$ cat src/rtl/ring_arbiter_if.sv
// rtl/ring_arbiter_if.sv - request/grant bundle between requesters and the ring arbiter
interface ring_arbiter_if #(
    parameter int N = 8
) ();
    localparam int IW = $clog2(N);

    logic [N-1:0]  req;
    logic          done;
    logic [N-1:0]  grant;
    logic [IW-1:0] owner;
    logic          busy;
    logic          timeout;

    // Requester side drives requests and the release strobe
    modport master (
        output req,
        output done,
        input  grant,
        input  owner,
        input  busy,
        input  timeout
    );

    // Arbiter side
    modport slave (
        input  req,
        input  done,
        output grant,
        output owner,
        output busy,
        output timeout
    );
endinterface

$ cat src/rtl/ring_arbiter.sv
// rtl/ring_arbiter.sv - round-robin ring arbiter with hold limit and guard cycle
module ring_arbiter #(
    parameter int N        = 8,
    parameter int HOLD_MAX = 15
) (
    input  logic           clk,
    input  logic           init,
    ring_arbiter_if.slave  bus
);
    localparam int IW = $clog2(N);
    localparam logic [7:0] HOLD_SAT  = 8'(HOLD_MAX);
    localparam logic [7:0] HOLD_LAST = 8'(HOLD_MAX - 1);

    typedef enum logic {
        S_IDLE  = 1'b0,
        S_GRANT = 1'b1
    } state_t;

    state_t        state_q, state_d;
    logic [N-1:0]  ptr_q, ptr_d;
    logic [N-1:0]  grant_q, grant_d;
    logic [IW-1:0] owner_q, owner_d;
    logic          busy_q, busy_d;
    logic          timeout_q, timeout_d;
    logic [7:0]    hold_q, hold_d;

    logic [IW-1:0] ptr_idx;
    logic [N-1:0]  pick;
    logic [IW-1:0] pick_idx;
    logic          pick_valid;

    logic          owner_req;
    logic          norm_rel;
    logic          limit_hit;

    // Binary index of the one-hot priority pointer
    always_comb begin
        ptr_idx = '0;
        for (int i = 0; i < N; i++) begin
            if (ptr_q[i]) begin
                ptr_idx = IW'(i);
            end
        end
    end

    // First active request scanning upward from the pointer, wrapping N-1 -> 0
    always_comb begin
        int idx;
        logic [IW-1:0] pos;
        pick       = '0;
        pick_idx   = '0;
        pick_valid = 1'b0;
        idx        = 0;
        pos        = '0;
        for (int k = 0; k < N; k++) begin
            idx = int'(ptr_idx) + k;
            if (idx >= N) begin
                idx = idx - N;
            end
            pos = IW'(idx);
            if (!pick_valid && bus.req[pos]) begin
                pick_valid = 1'b1;
                pick[pos]  = 1'b1;
                pick_idx   = pos;
            end
        end
    end

    // Release causes; only the owner's request and done matter while granted
    always_comb begin
        owner_req = bus.req[owner_q];
        norm_rel  = bus.done | ~owner_req;
        limit_hit = (hold_q == HOLD_LAST);
    end

    // Next-state and registered-output logic
    always_comb begin
        state_d   = state_q;
        ptr_d     = ptr_q;
        grant_d   = grant_q;
        owner_d   = owner_q;
        busy_d    = busy_q;
        hold_d    = hold_q;
        timeout_d = 1'b0;
        unique case (state_q)
            S_IDLE: begin
                if (pick_valid) begin
                    state_d = S_GRANT;
                    grant_d = pick;
                    owner_d = pick_idx;
                    busy_d  = 1'b1;
                    hold_d  = '0;
                end else begin
                    grant_d = '0;
                    owner_d = '0;
                    busy_d  = 1'b0;
                end
            end
            S_GRANT: begin
                hold_d = (hold_q == HOLD_SAT) ? hold_q : 8'(hold_q + 8'd1);
                if (norm_rel || limit_hit) begin
                    // Dropping to IDLE here is what creates the guard cycle
                    state_d   = S_IDLE;
                    grant_d   = '0;
                    owner_d   = '0;
                    busy_d    = 1'b0;
                    ptr_d     = {grant_q[N-2:0], grant_q[N-1]};
                    timeout_d = limit_hit & ~norm_rel;
                end
            end
            default: begin
                state_d = S_IDLE;
                grant_d = '0;
                owner_d = '0;
                busy_d  = 1'b0;
            end
        endcase
    end

    // State and output registers; init aborts any grant and rewinds the pointer
    always_ff @(posedge clk) begin
        if (init) begin
            state_q   <= S_IDLE;
            ptr_q     <= {{(N-1){1'b0}}, 1'b1};
            grant_q   <= '0;
            owner_q   <= '0;
            busy_q    <= 1'b0;
            timeout_q <= 1'b0;
            hold_q    <= '0;
        end else begin
            state_q   <= state_d;
            ptr_q     <= ptr_d;
            grant_q   <= grant_d;
            owner_q   <= owner_d;
            busy_q    <= busy_d;
            timeout_q <= timeout_d;
            hold_q    <= hold_d;
        end
    end

    assign bus.grant   = grant_q;
    assign bus.owner   = owner_q;
    assign bus.busy    = busy_q;
    assign bus.timeout = timeout_q;
endmodule
$ cat src/flat_wrapper.sv
// flat-port wrapper written by rule: the top's interface ports become plain ports
module ring_arbiter_flat 
#(
    parameter int N        = 8,
    parameter int HOLD_MAX = 15
)
  (clk, init, bus_req, bus_done, bus_grant, bus_owner, bus_busy, bus_timeout);
  ring_arbiter_if #(.N(N)) bus_i ();
  input  logic clk;
  input  logic init;
  input wire logic [$bits(bus_i.req)-1:0] bus_req;
  input wire logic [$bits(bus_i.done)-1:0] bus_done;
  output wire logic [$bits(bus_i.grant)-1:0] bus_grant;
  output wire logic [$bits(bus_i.owner)-1:0] bus_owner;
  output wire logic [$bits(bus_i.busy)-1:0] bus_busy;
  output wire logic [$bits(bus_i.timeout)-1:0] bus_timeout;
  assign bus_i.req = bus_req;
  assign bus_i.done = bus_done;
  assign bus_grant = bus_i.grant;
  assign bus_owner = bus_i.owner;
  assign bus_busy = bus_i.busy;
  assign bus_timeout = bus_i.timeout;
  ring_arbiter #(.N(N), .HOLD_MAX(HOLD_MAX)) u_core (.clk(clk), .init(init), .bus(bus_i));
endmodule
$ cat config.mk
export PLATFORM = sky130hd
export DESIGN_NAME = ring_arbiter_flat
export DESIGN_NICKNAME = d
export VERILOG_FILES = /design/src/rtl/ring_arbiter_if.sv /design/src/rtl/ring_arbiter.sv /design/src/flat_wrapper.sv
export SDC_FILE = /design/constraint.sdc
export NUM_CORES = 1
export LEC_CHECK = 0
export ABC_AREA = 1
export CAP_MARGIN = 5
export CORE_MARGIN = 3
export CORE_UTILIZATION = 45
export DETAILED_ROUTE_END_ITERATION = 7
export GPL_TIMING_DRIVEN = 0
export PLACE_DENSITY = 0.65
export SYNTH_ARGS = -nofsm -noshare
export SYNTH_HDL_FRONTEND = slang
export SYNTH_SLANG_ARGS = --single-unit
$ cat constraint.sdc
create_clock -name clk -period 8.2 [get_ports clk]
set_clock_uncertainty 0.2 [all_clocks]
set_input_delay 1.64 -clock clk [delete_from_list [all_inputs] [get_ports clk]]
set_output_delay 1.64 -clock clk [all_outputs]
set_load 0.02 [all_outputs]
# == Word-level counts from Yosys, hierarchy flattened ==
# Index checks and enable logic that the tools add are counted.
# word_totals
in_bits,11
output_inout_bits,13
rom_bits,0
wordCells,179
latchBits,0
reg_bits,30
memories,0
ram_bits,0
# op_classes
multipliers,0
shifts,0
div,0
muxes,87
bitwise_logic,13
reduce_logical,26
eq_ne,5
magnitude_cmp,25
add_sub_neg,16
# ops
operator,n
$mux 8,12
$mux 3,24
$or 8x8->8,7
$lt 3x4->1 const B,9
$pmux 8 s2,2
$mux 1,29
$ge 4x4->1 const B,7
$bmux 1 s3,9
$demux 1 s3,8
$ge 3x1->1 const B,8
$sub 3x1->3 const B,8
$add 3x3->4 const B,4
$eq 8x4->1 const B,2
$logic_and 1x1->1,15
$add 3x2->4 const B,2
$add 8x1->8 const B,1
$logic_not 1->1,7
$pmux 3 s2,1
$add 3x1->4 const B,1
$ge 3x4->1 const B,1
$ne 2x2->1 const B,2
$not 1->1,4
$pmux 1 s2,2
$reduce_and 2->1,2
5 further kinds,5

# == Logic depth before layout (Yosys ltp) ==
# Gate-level depths: netlist of the first run.
# logic_depth
word_depth,35
mapped_depth,27

# == Worst setup path before layout of the first run ==
# OpenSTA, ideal clock, no wires.
# synth_path
kind,input -> register
startpoint,input port bus_req[0]
endpoint,register u_core.hold_q[2]
arrival_time_ps,3093
path_stages,12
setup_slack_ps,4792
t_required_ps,7885
path_buffers,0
setup_time_ps,115
path_cell_list,inv_1 -> nand3_1 -> nand3_1 -> nand3_1 -> nand2_1 -> nand3_4 -> nor3_4 -> nand3_2 -> o21ai_4 -> nand2_2 -> a21oi_1 -> nor2_1
# synth_via
elab_chain_len,26
word_cells_on_any_way,40
# synth_lines
element,line,rtl
from (decl),flat_wrapper.sv:11,input wire logic [$bits(bus_i.req)-1:0] bus_req;
$bmux 1 s3,ring_arbiter.sv:61,if (!pick_valid && bus.req[pos]) begin
$mux 1 (implied by the code),ring_arbiter.sv:61,
$mux 1,ring_arbiter.sv:61,
$logic_not 1->1,ring_arbiter.sv:61,
$logic_and 1x1->1,ring_arbiter.sv:61,
$mux 1,ring_arbiter.sv:61,
$logic_not 1->1,ring_arbiter.sv:61,
$logic_and 1x1->1,ring_arbiter.sv:61,
(+10 left out),-,
$logic_not 1->1,ring_arbiter.sv:61,
$logic_and 1x1->1,ring_arbiter.sv:61,
$mux 1,ring_arbiter.sv:61,
$logic_not 1->1,ring_arbiter.sv:61,
$logic_and 1x1->1,ring_arbiter.sv:61,
$mux 1 (*),ring_arbiter.sv:61,
$ne 2x1->1 (no line) (*),-,
$reduce_and 2->1 (no line) (*),-,
to (signal assigned),ring_arbiter.sv:137,hold_q <= hold_d;
to (decl),ring_arbiter.sv:25,"logic [7:0] hold_q, hold_d;"
# Every way passes the cells marked *; elsewhere a longest branch is shown, timed or not. The select of a mux whose other input is x is not followed.
# A chain may end at the register's enable or synchronous reset.

# == Worst setup path after layout of the first run ==
# layout_path
startpoint,input port bus_req[0]
endpoint,register u_core.grant_q[1] (netlist: u_core.bus.grant[1])
# layout_via
elab_chain_len,26
word_cells_on_any_way,61
# layout_lines
element,line,rtl
$bmux 1 s3,ring_arbiter.sv:61,
$mux 1 (implied by the code),ring_arbiter.sv:61,
$mux 1,ring_arbiter.sv:61,
$logic_not 1->1,ring_arbiter.sv:61,
$logic_and 1x1->1,ring_arbiter.sv:61,
$mux 1,ring_arbiter.sv:61,
$logic_not 1->1,ring_arbiter.sv:61,
$logic_and 1x1->1,ring_arbiter.sv:61,
(+10 left out),-,
$logic_not 1->1,ring_arbiter.sv:61,
$logic_and 1x1->1,ring_arbiter.sv:61,
$mux 1,ring_arbiter.sv:61,
$logic_not 1->1,ring_arbiter.sv:61,
$logic_and 1x1->1,ring_arbiter.sv:61,
$mux 8 or $mux 1 (tied branches),ring_arbiter.sv:61,
$mux 8,ring_arbiter.sv:87,if (pick_valid) begin
$pmux 8 s2,ring_arbiter.sv:85,unique case (state_q)
to (signal assigned),ring_arbiter.sv:133,grant_q <= grant_d;
to (decl),ring_arbiter.sv:21,"logic [N-1:0] grant_q, grant_d;"
# Several ways; a longest one is shown, not always the timed one. The select of a mux whose other input is x is not followed.

==> flow_summary.json, run 1 <==
{
  "routedWlPerCell_um": 13.77,
  "critical_path.most_common_cell": "sky130_fd_sc_hd__nand3_1",
  "synth_cells": 473,
  "fp.dieArea_um2": 7082,
  "worst_path_required_ns": 8.15,
  "grt_remaining_overflow": 0,
  "finalPower_mw": 1.330,
  "finalSetupTns_ns": 0,
  "cts_tree": "done",
  "netSwitchingFraction_pct": 57.29,
  "synth_mux_area_share_pct": 0,
  "detailroute.via_count": 3127,
  "cts_hold_repair.buffers": 0,
  "path_class": "in -> reg",
  "port_buffers": 23,
  "multiInputGateArea_um2": 1902,
  "power_share_of_the_sequential_group_pct": 14.2,
  "critical_path_peak_fanout": 10,
  "leakage_nw": 1.362,
  "cts_max_path_buffers": 2,
  "synth_async_sr_flop_share_pct": 0,
  "die_span_in_y_um": 84.16,
  "number_of_unique_standard_cell_types_used_by_synthesis": 36,
  "clk_transition_reported_paths_ns": 0.06,
  "area_fraction_in_compound_gates_after_synthesis_pct": 12.34,
  "hpwl_um": 6223,
  "grt_start_max_net_pins": 13,
  "met2WireLength_um": 3561,
  "report.final.hold_viol_count": 0,
  "drt-initial-drc-count": 149,
  "cts-buffers-inserted": 5,
  "drc_errors": 0,
  "route.antenna.remaining_nets": 0,
  "finalNetCount": 522,
  "wl_met3_um": 405,
  "synth_simple_gate_area_share_pct": 50.89,
  "avg_inst_size_synth_um2": 5.812,
  "synth_fa_ha_area_share_pct": 3.641,
  "synth_sequential_area_ratio_pct": 21.12,
  "fillers": 616,
  "cts_setup_buffers": 0,
  "layout.area.seq_um2": 580.6,
  "vdd.ir_drop.worst_mv": 0.2329,
  "area.growth.synth_to_final_pct": 15.43,
  "synth_fp_nets": 492,
  "synth_xor_area_share_pct": 2.321,
  "final_layout_size_suffix_gt1_share_pct": 9.145,
  "power.density_nw_per_um2": 419.3,
  "antenna_cells_inserted": 0,
  "ys_ff_latch": 29,
  "dominant_combinational_cell_family_by_area_after_synthesis": "simple AND/OR/NAND/NOR gates",
  "first_global_vias": 2902,
  "detailedRoute.firstPassIterationCount": 5,
  "yosysTopAreaCell": "sky130_fd_sc_hd__dfxtp_1",
  "route.final.wire_length_um": 7916,
  "final_core_utilization_pct": 55.58,
  "cell_internal_pwr_mw": 0.5682,
  "timing.final.crit_period_ns": 3.977,
  "antenna_violations_before_repair": 0,
  "global_route_usage_sum_pct": 22.54,
  "fp.dieW_um": 84.16,
  "crit_chain": "clkdlybuf4s50_1, inv_1, nand3_1, nand3_1, nand3_1, nand2_1, nand3_4, nor3_4, nand3_2, o21ai_4, inv_2, nand2_1, a21oi_1",
  "cts-root-buf": "sky130_fd_sc_hd__clkbuf_8",
  "share_comb_of_total_power_pct": 75.4,
  "unrepaired_setup_endpoints_after_global_routing": "no",
  "total_net_switching_power_mw": 0.7621,
  "postLayoutSetupSlackWorst_ns": 4.223,
  "outcome": "complete, no violations",
  "floorplan.io_pins": 24,
  "wl_met1_um": 3836,
  "place_congestion": 0.9094,
  "endpoint_kind_of_the_worst_setup_timing_path": "register",
  "worst_min_path_class": "reg -> reg",
  "crit_path_top_delay_cell": "sky130_fd_sc_hd__clkdlybuf4s50_1",
  "cts_resized": 0,
  "drv_cap": 0,
  "row_count": 27,
  "synth_area_um2": 2749,
  "initial_utilization_pct": 48.15,
  "cp_launch_type": "input pin",
  "synth.most_common_cell": "sky130_fd_sc_hd__nand2_1",
  "dr.max_layer_used": "met4",
  "clkLatencyLatePin_ns": 0.28,
  "synthDominantCellAreaShare_pct": 21.12,
  "via_per_inst": 5.438,
  "wire_length_of_the_first_global_routing_pass_um": 13300,
  "synth_enable_flop_cells": 0,
  "yosysWarnings": 0,
  "report.final.slew_viol_count": 0,
  "cts_htree_levels": 2,
  "fin_crit_sh_pct": 48.50,
  "netlist_top_cells_area": "sky130_fd_sc_hd__dfxtp_1, sky130_fd_sc_hd__nand2_1, sky130_fd_sc_hd__nand3_1, sky130_fd_sc_hd__nor2_1, sky130_fd_sc_hd__a21oi_1",
  "power_frac_clock_pct": 10.5,
  "clock_sinks": 29,
  "post_synth_most_frequent_cells": "sky130_fd_sc_hd__nand2_1, sky130_fd_sc_hd__nand3_1, sky130_fd_sc_hd__nor2_1, sky130_fd_sc_hd__inv_1, sky130_fd_sc_hd__a21oi_1",
  "worst-endpoint-arrival_ns": 3.93,
  "postPlaceCellArea_um2": 3069,
  "finalSetupViolCount": 0,
  "crit_path_max_cell_delay_ns": 0.40,
  "timing.slew.headroom_pct": 63.04,
  "worst_tran_pin_value_ns": 0.5543,
  "placement.setup.worst_slack_ns": 3.942,
  "timing.fmax_ghz": 0.2514,
  "core-area_um2": 5709,
  "final_area_um2": 3173,
  "synth_top_flop_cell": "sky130_fd_sc_hd__dfxtp_1"
}
==> final cells by class <==
cell class	count	share of cell area (%)
buffer	15	2.366
inverter	51	6.033
clock inverter	2	1.104
tap	72	2.839
sequential	29	18.30
multi-input combinational	378	59.94
timing repair buffer	23	7.256
clock buffer	5	2.169
==> state kept, by name, indices dropped and copies added (netlist names) <==
register and cells:
u_core.state_q 1, u_core.ptr_q 7, u_core.bus.busy 1, u_core.bus.grant 8
u_core.bus.owner 3, u_core.hold_q 8, u_core.bus.timeout 1
==> cell families after synthesis <==
| kind of cell | count (synthesis) |
|---|---|
| compound gates | 61 |
| xor+xnor | 3 |
| fa+ha+maj | 8 |
| buf+inv | 66 |
| flops | 29 |
| simple gates | 306 |
==> final timing paths <==
path | start | endpoint | slack, ns | cells past startpoint
worst max-delay path | bus_req[0] | u_core.bus.grant[1]$_SDFFE_PP0P_ | 4.22 | 13
worst min-delay path | u_core.ptr_q[2]$_SDFFE_PP0P_ | u_core.ptr_q[2]$_SDFFE_PP0P_ | 0.26 | 2
worst max register to register | u_core.ptr_q[2]$_SDFFE_PP0P_ | u_core.bus.grant[1]$_SDFFE_PP0P_ | 4.25 | 21
worst min register to register | u_core.ptr_q[2]$_SDFFE_PP0P_ | u_core.ptr_q[2]$_SDFFE_PP0P_ | 0.26 | 2
==> through the flow <==
step / instances / hold WS, ns
2_1_floorplan: 473 / 0.2337
3_3_place_gp: 568 / 0.2462
3_5_place_dp: 568 / 0.2510
4_1_cts: 575 / 0.2608
5_1_grt: 575 / 0.2743
6_report: 575 / 0.2604
==> worst max-delay path: cells and delay by family <==
kind,cells,cell delay [ns]
AND/OR/NAND/NOR,8,1.24
buffers and inverters,3,0.67
AO/OA/AOI/OAI,2,0.37
==> layer usage <==
metal  vias to the layer above  GRT usage (%)
li1                       1619              -
met1                      1407          30.34
met2                        87          37.80
met3                        14          3.238
met4                         0          5.848
met5                         -              0
==> cell usage in the layout, fill, tap and decap left out, types with 5 or more instances in the layout <==
cell type                         instances
sky130_fd_sc_hd__nand2_1                130
sky130_fd_sc_hd__nand3_1                 85
sky130_fd_sc_hd__nor2_1                  56
sky130_fd_sc_hd__inv_1                   39
sky130_fd_sc_hd__a21oi_1                 34
sky130_fd_sc_hd__dfxtp_1                 29
sky130_fd_sc_hd__clkdlybuf4s50_1         23
sky130_fd_sc_hd__inv_2                   12
sky130_fd_sc_hd__o21ai_0                 11
sky130_fd_sc_hd__nor3_1                  10
sky130_fd_sc_hd__clkbuf_1                 9
sky130_fd_sc_hd__o22ai_1                  8
sky130_fd_sc_hd__ha_1                     8
sky130_fd_sc_hd__clkbuf_8                 5
==> power groups by stage <==
stage / clock network [mW] / registers [mW] / logic (mW)
floorplan: 0 / 0.206 / 0.731
global placement: 0 / 0.191 / 0.981
detailed placement: 0 / 0.191 / 0.987
CTS: 0.143 / 0.188 / 0.993
global route: 0.149 / 0.192 / 1.12
finish: 0.139 / 0.188 / 1.00
Power figures use the tool's default switching activity.
==> run 2: changes to the inputs <==
==> constraint.sdc (replaced) <==
create_clock -name clk -period 3.7 [get_ports clk]
set_clock_uncertainty 0.2 [all_clocks]
set_input_delay 0.74 -clock clk [delete_from_list [all_inputs] [get_ports clk]]
set_output_delay 0.74 -clock clk [all_outputs]
set_load 0.02 [all_outputs]
==> run 2 against run 1 <==
Net effect:
- clock power up 120%
- total power up 140%
- first-iteration DRC count up 36%
- global-route usage up 0.14 points
- sequential share of layout area down 1.1 points
- setup slack worse by 3.9 ns
- non-clock buffer count up 20
- via count up 2.5%
- final cell count up 3.5%
- wire length up 3.9%
- count of clock-buffer cells in the layout unchanged
- critical path depth up 8
- highest routed layer unchanged
==> flow_summary.json, run 2 (same netlist as run 1, synthesis figures left out) <==
{
  "fp.dieArea_um2": 7082,
  "finalSetupViolCount": 0,
  "cp_launch_type": "register",
  "clk_transition_reported_paths_ns": 0.07,
  "multiInputGateArea_um2": 1927,
  "critical_path.most_common_cell": "sky130_fd_sc_hd__nand2_1",
  "fin_crit_sh_pct": 92.48,
  "path_class": "reg -> reg",
  "first_global_vias": 2909,
  "route.antenna.remaining_nets": 0,
  "grt_start_max_net_pins": 15,
  "timing.reg2reg.setup_slack_ns": 0.28,
  "clkLatencyLatePin_ns": 0.28,
  "drc_errors": 0,
  "antenna_violations_before_repair": 0,
  "leakage_nw": 1.473,
  "buffer_and_inverter_count_on_the_worst_path": 5,
  "core-area_um2": 5709,
  "initial_utilization_pct": 48.15,
  "global_route_usage_sum_pct": 22.68,
  "layout.cells.most_common_list": "sky130_fd_sc_hd__nand2_1, sky130_fd_sc_hd__nand3_1, sky130_fd_sc_hd__nor2_1",
  "drv_cap": 0,
  "cts-root-buf": "sky130_fd_sc_hd__clkbuf_8",
  "floorplan.io_pins": 24,
  "die_span_in_y_um": 84.16,
  "clock_sinks": 29,
  "cts_max_path_buffers": 2,
  "fp.dieW_um": 84.16,
  "cts_htree_levels": 2,
  "port_buffers": 23,
  "wire_length_of_the_first_global_routing_pass_um": 13370,
  "row_count": 27,
  "vdd.ir_drop.worst_mv": 0.5197,
  "postPlaceCellArea_um2": 3069,
  "crit_chain": "inv_2, nand2_1, nand2_1, nand2_1, nand2_2, nand2_4, nand2_4, buf_6, clkbuf_4, ha_2, xnor2_4, inv_2, nand3_1, nand2_2, nand3_4, nor3_4, nand3_2, o21ai_4, buf_4, nand3_1, a21oi_1",
  "report.final.hold_viol_count": 0,
  "via_per_inst": 5.387,
  "worst_path_required_ns": 3.71,
  "grt_remaining_overflow": 0,
  "detailroute.via_count": 3205,
  "final_area_um2": 3378,
  "outcome": "complete, no violations",
  "finalNetCount": 542,
  "report.final.slew_viol_count": 0,
  "layout.area.seq_um2": 580.6,
  "finalSetupTns_ns": 0,
  "cpLargestDelayFamily": "simple AND/OR/NAND/NOR gates",
  "final_layout_size_suffix_gt1_share_pct": 13.77,
  "power.density_nw_per_um2": 957.1,
  "routedWlPerCell_um": 13.82,
  "timing.slew.headroom_pct": 60.94,
  "worst_min_path_class": "reg -> reg",
  "worst_tran_pin_value_ns": 0.5859,
  "route.final.wire_length_um": 8225,
  "area.growth.synth_to_final_pct": 22.89,
  "place_congestion": 0.9094,
  "fillers": 585,
  "cts_tree": "done",
  "crit_path_top_delay_cell": "sky130_fd_sc_hd__dfxtp_1",
  "timing.fmax_ghz": 0.2923,
  "unrepaired_setup_endpoints_after_global_routing": "no",
  "cts-buffers-inserted": 5,
  "antenna_cells_inserted": 0,
  "detailedRoute.firstPassIterationCount": 5,
  "timing.final.crit_period_ns": 3.422,
  "final_cell_count_no_fill": 595,
  "mostFrequentLayoutCell": "sky130_fd_sc_hd__nand2_1",
  "critical_path_peak_fanout": 10,
  "worst-endpoint-arrival_ns": 3.43,
  "hpwl_um": 6223,
  "crit_path_max_cell_delay_ns": 0.32,
  "drt-initial-drc-count": 203,
  "dp_cells": 568,
  "endpoint_kind_of_the_worst_setup_timing_path": "register"
}
==> run 2: worst register-to-register path, cell delays in order, from the launching register on <==
cell,delay (ns)
sky130_fd_sc_hd__dfxtp_1,0.32
sky130_fd_sc_hd__inv_2,0.04
sky130_fd_sc_hd__nand2_1,0.05
sky130_fd_sc_hd__nand2_1,0.05
sky130_fd_sc_hd__nand2_1,0.06
sky130_fd_sc_hd__nand2_2,0.06
sky130_fd_sc_hd__nand2_4,0.12
sky130_fd_sc_hd__nand2_4,0.09
sky130_fd_sc_hd__buf_6,0.16
sky130_fd_sc_hd__clkbuf_4,0.20
sky130_fd_sc_hd__ha_2,0.22
sky130_fd_sc_hd__xnor2_4,0.16
sky130_fd_sc_hd__inv_2,0.15
sky130_fd_sc_hd__nand3_1,0.11
sky130_fd_sc_hd__nand2_2,0.11
sky130_fd_sc_hd__nand3_4,0.11
sky130_fd_sc_hd__nor3_4,0.31
sky130_fd_sc_hd__nand3_2,0.13
sky130_fd_sc_hd__o21ai_4,0.32
sky130_fd_sc_hd__buf_4,0.20
sky130_fd_sc_hd__nand3_1,0.07
sky130_fd_sc_hd__a21oi_1,0.13
==> run 2: metrics by stage <==
step | hold slack [ns] | worst slack, ns | utilization (%) | total power, mW
floorplan | 0.2337 | 0.4228 | - | 2.077
global placement | 0.2462 | -0.1713 | 53.76 | 2.597
detailed placement | 0.2510 | -0.2324 | 53.76 | 2.611
CTS | 0.2608 | 0.02568 | 55.67 | 2.940
global route | 0.2743 | 0.003207 | 59.17 | 3.532
finish | 0.2604 | 0.2783 | 59.17 | 3.233
==> run 2: power breakdown <==
group / internal, mW / switching, mW
Clock: 0.195 / 0.116
Combinational: 0.908 / 1.60
Sequential: 0.369 / 0.0489
Total: 1.47 / 1.76
==> run 2: cell type report <==
type	count	area share [%]
repair buffers	45	12.07
inverters	51	5.852
multi-input cells	378	57.04
well taps	72	2.667
clock buffers	5	2.037
clock inverters	2	1.037
plain buffers	13	2.111
flip-flops and latches	29	17.19
==> run 2: timing repair <==
item | 4_1_cts | 5_1_grt
setup buffers | 1 | 21
endpoints found under the hold margin | 0 | 0
pin swaps | 1 | 7
resized for setup | 2 | 8
setup endpoints to repair | 20 | 21
hold buffers | 0 | 0
gates cloned | 0 | 0
==> run 2: path summary, 6_finish.rpt <==
| path | from | end | cells after the start |
|---|---|---|---|
| max reg2reg | u_core.ptr_q[2]$_SDFFE_PP0P_ | u_core.hold_q[3]$_SDFFE_PP0P_ | 21 |
| min | u_core.ptr_q[2]$_SDFFE_PP0P_ | u_core.ptr_q[2]$_SDFFE_PP0P_ | 2 |
| max | u_core.ptr_q[2]$_SDFFE_PP0P_ | u_core.hold_q[3]$_SDFFE_PP0P_ | 21 |
| min reg2reg | u_core.ptr_q[2]$_SDFFE_PP0P_ | u_core.ptr_q[2]$_SDFFE_PP0P_ | 2 |
==> run 2: layer usage <==
metal / GRT usage, % / part of all wire, %
met1: 30.64 / 47
met2: 37.80 / 46
met3: 3.337 / 5.0
met4: 5.994 / 1.6
met5: 0 / 0
==> run 3: changes to the inputs <==
--- a/config.mk
+++ b/config.mk
@@ -6,7 +6,6 @@
 export NUM_CORES = 1
 export LEC_CHECK = 0
 export ABC_AREA = 1
-export CAP_MARGIN = 5
 export CORE_MARGIN = 3
 export CORE_UTILIZATION = 45
 export DETAILED_ROUTE_END_ITERATION = 7
==> results of run 3 <==
Same layout as run 2: the final DEF is identical, and so are final timing and power.
